### src/rtl/soc_system_cpu_dct_packer_if.sv
// Fragment/word channel of the OCI DCT trace packer: fragment input, flush,
// accumulator monitor outputs and the valid/ready word slot.
interface soc_system_cpu_dct_packer_if #(
  parameter int unsigned FRAG_W = 3,
  parameter int unsigned FRAGS  = 10,
  parameter int unsigned CNT_W  = 4
);
  localparam int unsigned BUF_W = FRAG_W * FRAGS;

  logic              frag_valid;
  logic [FRAG_W-1:0] frag_data;
  logic              frag_ready;
  logic              flush;
  logic [BUF_W-1:0]  dct_buffer;
  logic [CNT_W-1:0]  dct_count;
  logic              word_valid;
  logic [BUF_W-1:0]  word_data;
  logic [CNT_W-1:0]  word_count;
  logic              word_ready;
  logic              overflow;

  modport master (
    output frag_valid, frag_data, flush, word_ready,
    input  frag_ready, dct_buffer, dct_count, word_valid, word_data, word_count, overflow
  );

  modport slave (
    input  frag_valid, frag_data, flush, word_ready,
    output frag_ready, dct_buffer, dct_count, word_valid, word_data, word_count, overflow
  );
endinterface

### src/rtl/soc_system_cpu_dct_packer.sv
// Packs 3-bit trace fragments into a 30-bit accumulator and hands full or
// flushed words to the drain side through a single valid/ready output slot.
module soc_system_cpu_dct_packer #(
  parameter int unsigned FRAG_W = 3,
  parameter int unsigned FRAGS  = 10,
  parameter int unsigned CNT_W  = 4
) (
  input logic                         clk,
  input logic                         reset_n,
  soc_system_cpu_dct_packer_if.slave  bus
);
  localparam int unsigned      BUF_W    = FRAG_W * FRAGS;
  localparam logic [CNT_W-1:0] FULL_CNT = CNT_W'(FRAGS);

  logic [BUF_W-1:0] r_buf;
  logic [CNT_W-1:0] r_cnt;
  logic             r_word_valid;
  logic [BUF_W-1:0] r_word_data;
  logic [CNT_W-1:0] r_word_count;
  logic             r_overflow;
  logic             r_flush_pend;

  logic             w_full;
  logic             w_slot_free;
  logic             w_flush_req;
  logic             w_xfer;
  logic             w_frag_ready;
  logic             w_accept;
  logic [BUF_W-1:0] w_base_buf;
  logic [CNT_W-1:0] w_base_cnt;

  assign w_full       = (r_cnt == FULL_CNT);
  assign w_slot_free  = !r_word_valid || bus.word_ready;
  assign w_flush_req  = (r_flush_pend || bus.flush) && (r_cnt != '0);
  assign w_xfer       = w_slot_free && (w_full || w_flush_req);
  // A full accumulator still takes a fragment in the cycle it is handed off.
  assign w_frag_ready = !w_full || w_xfer;
  assign w_accept     = bus.frag_valid && w_frag_ready;
  assign w_base_buf   = w_xfer ? '0 : r_buf;
  assign w_base_cnt   = w_xfer ? '0 : r_cnt;

  always_ff @(posedge clk or negedge reset_n) begin
    if (!reset_n) begin
      r_buf        <= '0;
      r_cnt        <= '0;
      r_word_valid <= 1'b0;
      r_word_data  <= '0;
      r_word_count <= '0;
      r_overflow   <= 1'b0;
      r_flush_pend <= 1'b0;
    end else begin
      if (w_xfer) begin
        r_word_valid <= 1'b1;
        r_word_data  <= r_buf;
        r_word_count <= r_cnt;
      end else if (bus.word_ready) begin
        r_word_valid <= 1'b0;
      end

      if (w_accept) begin
        r_buf <= {w_base_buf[BUF_W-FRAG_W-1:0], bus.frag_data};
        r_cnt <= w_base_cnt + CNT_W'(1);
      end else begin
        r_buf <= w_base_buf;
        r_cnt <= w_base_cnt;
      end

      // A flush that cannot hand off now is remembered until the slot frees.
      if (w_xfer) begin
        r_flush_pend <= 1'b0;
      end else if (bus.flush && (r_cnt != '0)) begin
        r_flush_pend <= 1'b1;
      end

      if (bus.frag_valid && !w_frag_ready) begin
        r_overflow <= 1'b1;
      end
    end
  end

  assign bus.frag_ready = w_frag_ready;
  assign bus.dct_buffer = r_buf;
  assign bus.dct_count  = r_cnt;
  assign bus.word_valid = r_word_valid;
  assign bus.word_data  = r_word_data;
  assign bus.word_count = r_word_count;
  assign bus.overflow   = r_overflow;
endmodule

### src/flat_wrapper.sv
// flat-port wrapper written by rule: the top's interface ports become plain ports
module soc_system_cpu_dct_packer_flat 
#(
  parameter int unsigned FRAG_W = 3,
  parameter int unsigned FRAGS  = 10,
  parameter int unsigned CNT_W  = 4
)
  (clk, reset_n, bus_frag_valid, bus_frag_data, bus_flush, bus_word_ready, bus_frag_ready, bus_dct_buffer, bus_dct_count, bus_word_valid, bus_word_data, bus_word_count, bus_overflow);
  soc_system_cpu_dct_packer_if #(.FRAG_W(FRAG_W), .FRAGS(FRAGS), .CNT_W(CNT_W)) bus_i ();
  input logic clk;
  input logic reset_n;
  input wire logic [$bits(bus_i.frag_valid)-1:0] bus_frag_valid;
  input wire logic [$bits(bus_i.frag_data)-1:0] bus_frag_data;
  input wire logic [$bits(bus_i.flush)-1:0] bus_flush;
  input wire logic [$bits(bus_i.word_ready)-1:0] bus_word_ready;
  output wire logic [$bits(bus_i.frag_ready)-1:0] bus_frag_ready;
  output wire logic [$bits(bus_i.dct_buffer)-1:0] bus_dct_buffer;
  output wire logic [$bits(bus_i.dct_count)-1:0] bus_dct_count;
  output wire logic [$bits(bus_i.word_valid)-1:0] bus_word_valid;
  output wire logic [$bits(bus_i.word_data)-1:0] bus_word_data;
  output wire logic [$bits(bus_i.word_count)-1:0] bus_word_count;
  output wire logic [$bits(bus_i.overflow)-1:0] bus_overflow;
  assign bus_i.frag_valid = bus_frag_valid;
  assign bus_i.frag_data = bus_frag_data;
  assign bus_i.flush = bus_flush;
  assign bus_i.word_ready = bus_word_ready;
  assign bus_frag_ready = bus_i.frag_ready;
  assign bus_dct_buffer = bus_i.dct_buffer;
  assign bus_dct_count = bus_i.dct_count;
  assign bus_word_valid = bus_i.word_valid;
  assign bus_word_data = bus_i.word_data;
  assign bus_word_count = bus_i.word_count;
  assign bus_overflow = bus_i.overflow;
  soc_system_cpu_dct_packer #(.FRAG_W(FRAG_W), .FRAGS(FRAGS), .CNT_W(CNT_W)) u_core (.clk(clk), .reset_n(reset_n), .bus(bus_i));
endmodule
### config.mk
export PLATFORM = sky130hd
export DESIGN_NAME = soc_system_cpu_dct_packer_flat
export DESIGN_NICKNAME = d
export VERILOG_FILES = /design/src/rtl/soc_system_cpu_dct_packer_if.sv /design/src/rtl/soc_system_cpu_dct_packer.sv /design/src/flat_wrapper.sv
export SDC_FILE = /design/constraint.sdc
export NUM_CORES = 1
export LEC_CHECK = 0
export BUFFER_PORTS_ARGS = -buffer_cell sky130_fd_sc_hd__buf_4
export CAP_MARGIN = 0
export CORE_MARGIN = 10
export CORE_UTILIZATION = 45
export CTS_BUF_LIST = sky130_fd_sc_hd__clkbuf_16
export CTS_CLUSTER_DIAMETER = 150
export DETAILED_ROUTE_END_ITERATION = 6
export GPL_TIMING_DRIVEN = 0
export PLACE_DENSITY_LB_ADDON = 0.05
export SLEW_MARGIN = 0
export SYNTH_ARGS = -nofsm -noshare
export SYNTH_HDL_FRONTEND = slang
export SYNTH_SLANG_ARGS = --single-unit
### constraint.sdc
create_clock -name clk -period 3.1 [get_ports clk]
set_input_delay 0.31 -clock clk [delete_from_list [all_inputs] [get_ports clk]]
set_output_delay 0.31 -clock clk [all_outputs]
set_load 0.005 [all_outputs]
==> impl_results.md <==
* Min Hold Slack at 0.105 ns
* Area grow syn2layout at 33.0%
* Gate Count Post-Synth at between 200 and 250
* Max-capacitance violation count at 0
* Cell Pwr Density at about 900 nW/µm²
* Leakage power at 2.11 nW
* Root Driver: clkbuf_16
* WL met1 at roughly 3500 µm
* Area after DPL at 3860 µm²
* Post_cts resized at 0
* Yosys warns at 0
* Critical path type: reg2out
* Worst-path clk slew at about 0.060 ns
* CTS tree: done
* Cts hold-fix bufs at 0
* Max Used Layer: met4
* Least-Margin Pin Slew at 0.888 ns
* Bufs on Longest Clock Path at 2
* Die area at about 11000 µm²
* 1st-pass router iterations at 4
* Fin crit share at a little under three quarters
* Iter 0 DRT Violations at 74
* Starting Density at 46.5%
* Die width at about 100 µm
* CP Launch Type: register
* Top FF cell, synth: dfrtp_1
* Total CTS buffers at 9
* Main area contributors after synthesis: dfrtp_1, mux2_4, a21oi_2
* Sequential-to-total area share from yosys stat at between 50% and 60%
* Final core utilization at 61.8%
* First-pass GRT wire length at ~13000 µm
* Hold Violations, Final at 0
* Setup crit end kind: output pin
* Synth Area per Inst at ~13 µm²
* Post-route setup TNS at 0 ns
* Status: complete, no violations
* Post-route DRC at 0
* Post-synth top cells: dfrtp_1, nand2_1, mux2_4, nand3_1, a21oi_2
* Initial antenna violation count at 0
* DRT antenna net count at 0
* Finished Cell Area at around 4200 µm²
* Design Power at 3.79 mW
* RSZ-0062 raised after global routing: false
* Largest net degree at the start of global routing at approximately 70
* Final Net Count at between 300 and 400
* Clk_lat worst skew at 0.33 ns
* FP Rows at 30
* Yosys reg bits at 71
* CP Max Fanout at 10
* Most common cell in the netlist: dfrtp_1
* Placed Cells at between 400 and 500
* Top cell type's share of synthesized area at 56.2%
* Post-route minimum period at between 2 and 2.5 ns
* Worst R2R Setup Slack at about 1 ns
* Worst EP required at about 2.8 ns
* Drt total wl at approximately 7500 µm
* Die height at roughly 100 µm
* Total GRT Usage at 14.1%
* Clk_skew at between 0.007 and 0.008 ns
* Yosys top cell by area: dfrtp_1
* Async S/R FF share, synth at 100%
* Area of the mapped netlist at ~3200 µm²
* Max Fclk at approximately 450 MHz
* Hpwl dp at about 5100 µm
* I/O Buffers at approximately 80
* Layout cells sized above 1 at 47.9%
* Final worst slack at between 0.8 and 0.9 ns
* Synthesized Nets at about 250
* Core area at a little under 7000 µm²
* Met2 wire len at between 3000 and 4000 µm
* H-tree depth at 3
* Final setup vio count at 0
* Reg-to-Reg End: u_core.bus.dct_count[1]
* Worst slew margin relative to its limit at between 40 and 50%
* Count of cell types in the netlist at 40
* Global route total overflow at 0
* Post-CTS setup buffers at 0
* Worst Reg-to-Reg Cells at 7
* Vias in the first global route at 2286
* Via count at around 2200
* Clock Sinks at roughly 70
* Final max-slew violation count at 0
* Place WS at 1.01 ns
* Worst min path class: in2async
* R2R Path Start: u_core.bus.dct_count[0]
* Mean routed wirelength per cell at ~17 µm
* Inserted Diodes at 0
* Max VDD drop at 0.000410 V
* DR vias/cell at approximately 5
* IO Pins at 79
* Final non-filler cell total at between 400 and 500
* Final GP Congestion at between 0.7 and 0.8
* Metal3 WL at a little under 400 µm
* CP arrival at approximately 1.9 ns
* EDFF count, synth at 0
==> registers in the layout, summed over array words and instances (netlist names) <==
signal,flops
u_core.bus.word_count,4
u_core.bus.word_valid,1
u_core.r_flush_pend,1
u_core.bus.word_data,30
u_core.bus.dct_count,4
u_core.bus.overflow,1
u_core.bus.dct_buffer,30
==> placed cells by master (no fill, tap or decap), types with 2 or more instances in the layout <==
cell,count
buf_4,80
dfrtp_1,71
nand2_1,31
mux2_4,29
nand3_1,28
a21oi_2,19
a21oi_1,11
clkbuf_16,9
buf_6,4
clkbuf_1,4
nor2_1,3
mux2i_1,3
o22ai_1,3
o21ai_0,3
mux2_2,3
bufinv_16,3
nand2b_1,2
xor2_1,2
buf_12,2
buf_2,2
clkinv_1,2
==> how the worst max path moves through the flow <==
| stage | from | endpoint | slack [ns] | cells past startpoint |
|---|---|---|---|---|
| floorplan | u_core.bus.dct_count[0] | u_core.bus.dct_count[1] | 1.22 | 7 |
| global placement | u_core.bus.dct_count[0] | u_core.bus.dct_count[1] | 1.02 | 7 |
| detailed placement | u_core.bus.dct_count[0] | u_core.bus.dct_count[1] | 1.01 | 7 |
| CTS | u_core.bus.dct_count[0] | bus_frag_ready | 0.87 | 4 |
| global route | u_core.bus.dct_count[1] | bus_frag_ready | 0.73 | 4 |
| finish | u_core.bus.dct_count[1] | bus_frag_ready | 0.89 | 4 |
==> area by class of cell <==
class	count	area, µm²
Clock buffer	9	225
Tap cell	96	120
Sequential cell	71	1780
Buffer	15	129
Multi-Input combinational cell	157	1250
Inverter	1	3.75
Clock inverter	7	111
Timing Repair Buffer	78	586
Fill cell	587	2590
==> report_power, final <==
group	switching (mW)	internal [mW]	leakage, nW
clock network	0.375	0.780	0.164
logic	0.523	0.721	0.983
registers	0.219	1.17	0.957
==> cells by family after synthesis <==
family / share of synthesized area [%]
compound gates: 10.6
xor+xnor: 0.832
fa+ha+maj: 0.396
buf+inv: 4.20
flops: 56.2
mux: 16.2
simple gates: 11.6
==> layer usage <==
layer	track usage, %	vias up
met4	4.57	0
met2	21.4	58
met3	4.28	8
met5	0	-
li1	-	1043
met1	18.9	1094
==> worst max-delay path: stages (launching register included) <==
cell	delay (ns)
dfrtp_1	0.50
nor3b_4	0.37
nand3_2	0.21
clkbuf_1	0.28
buf_4	0.21
No activity file was read; power rests on OpenSTA's default activity.
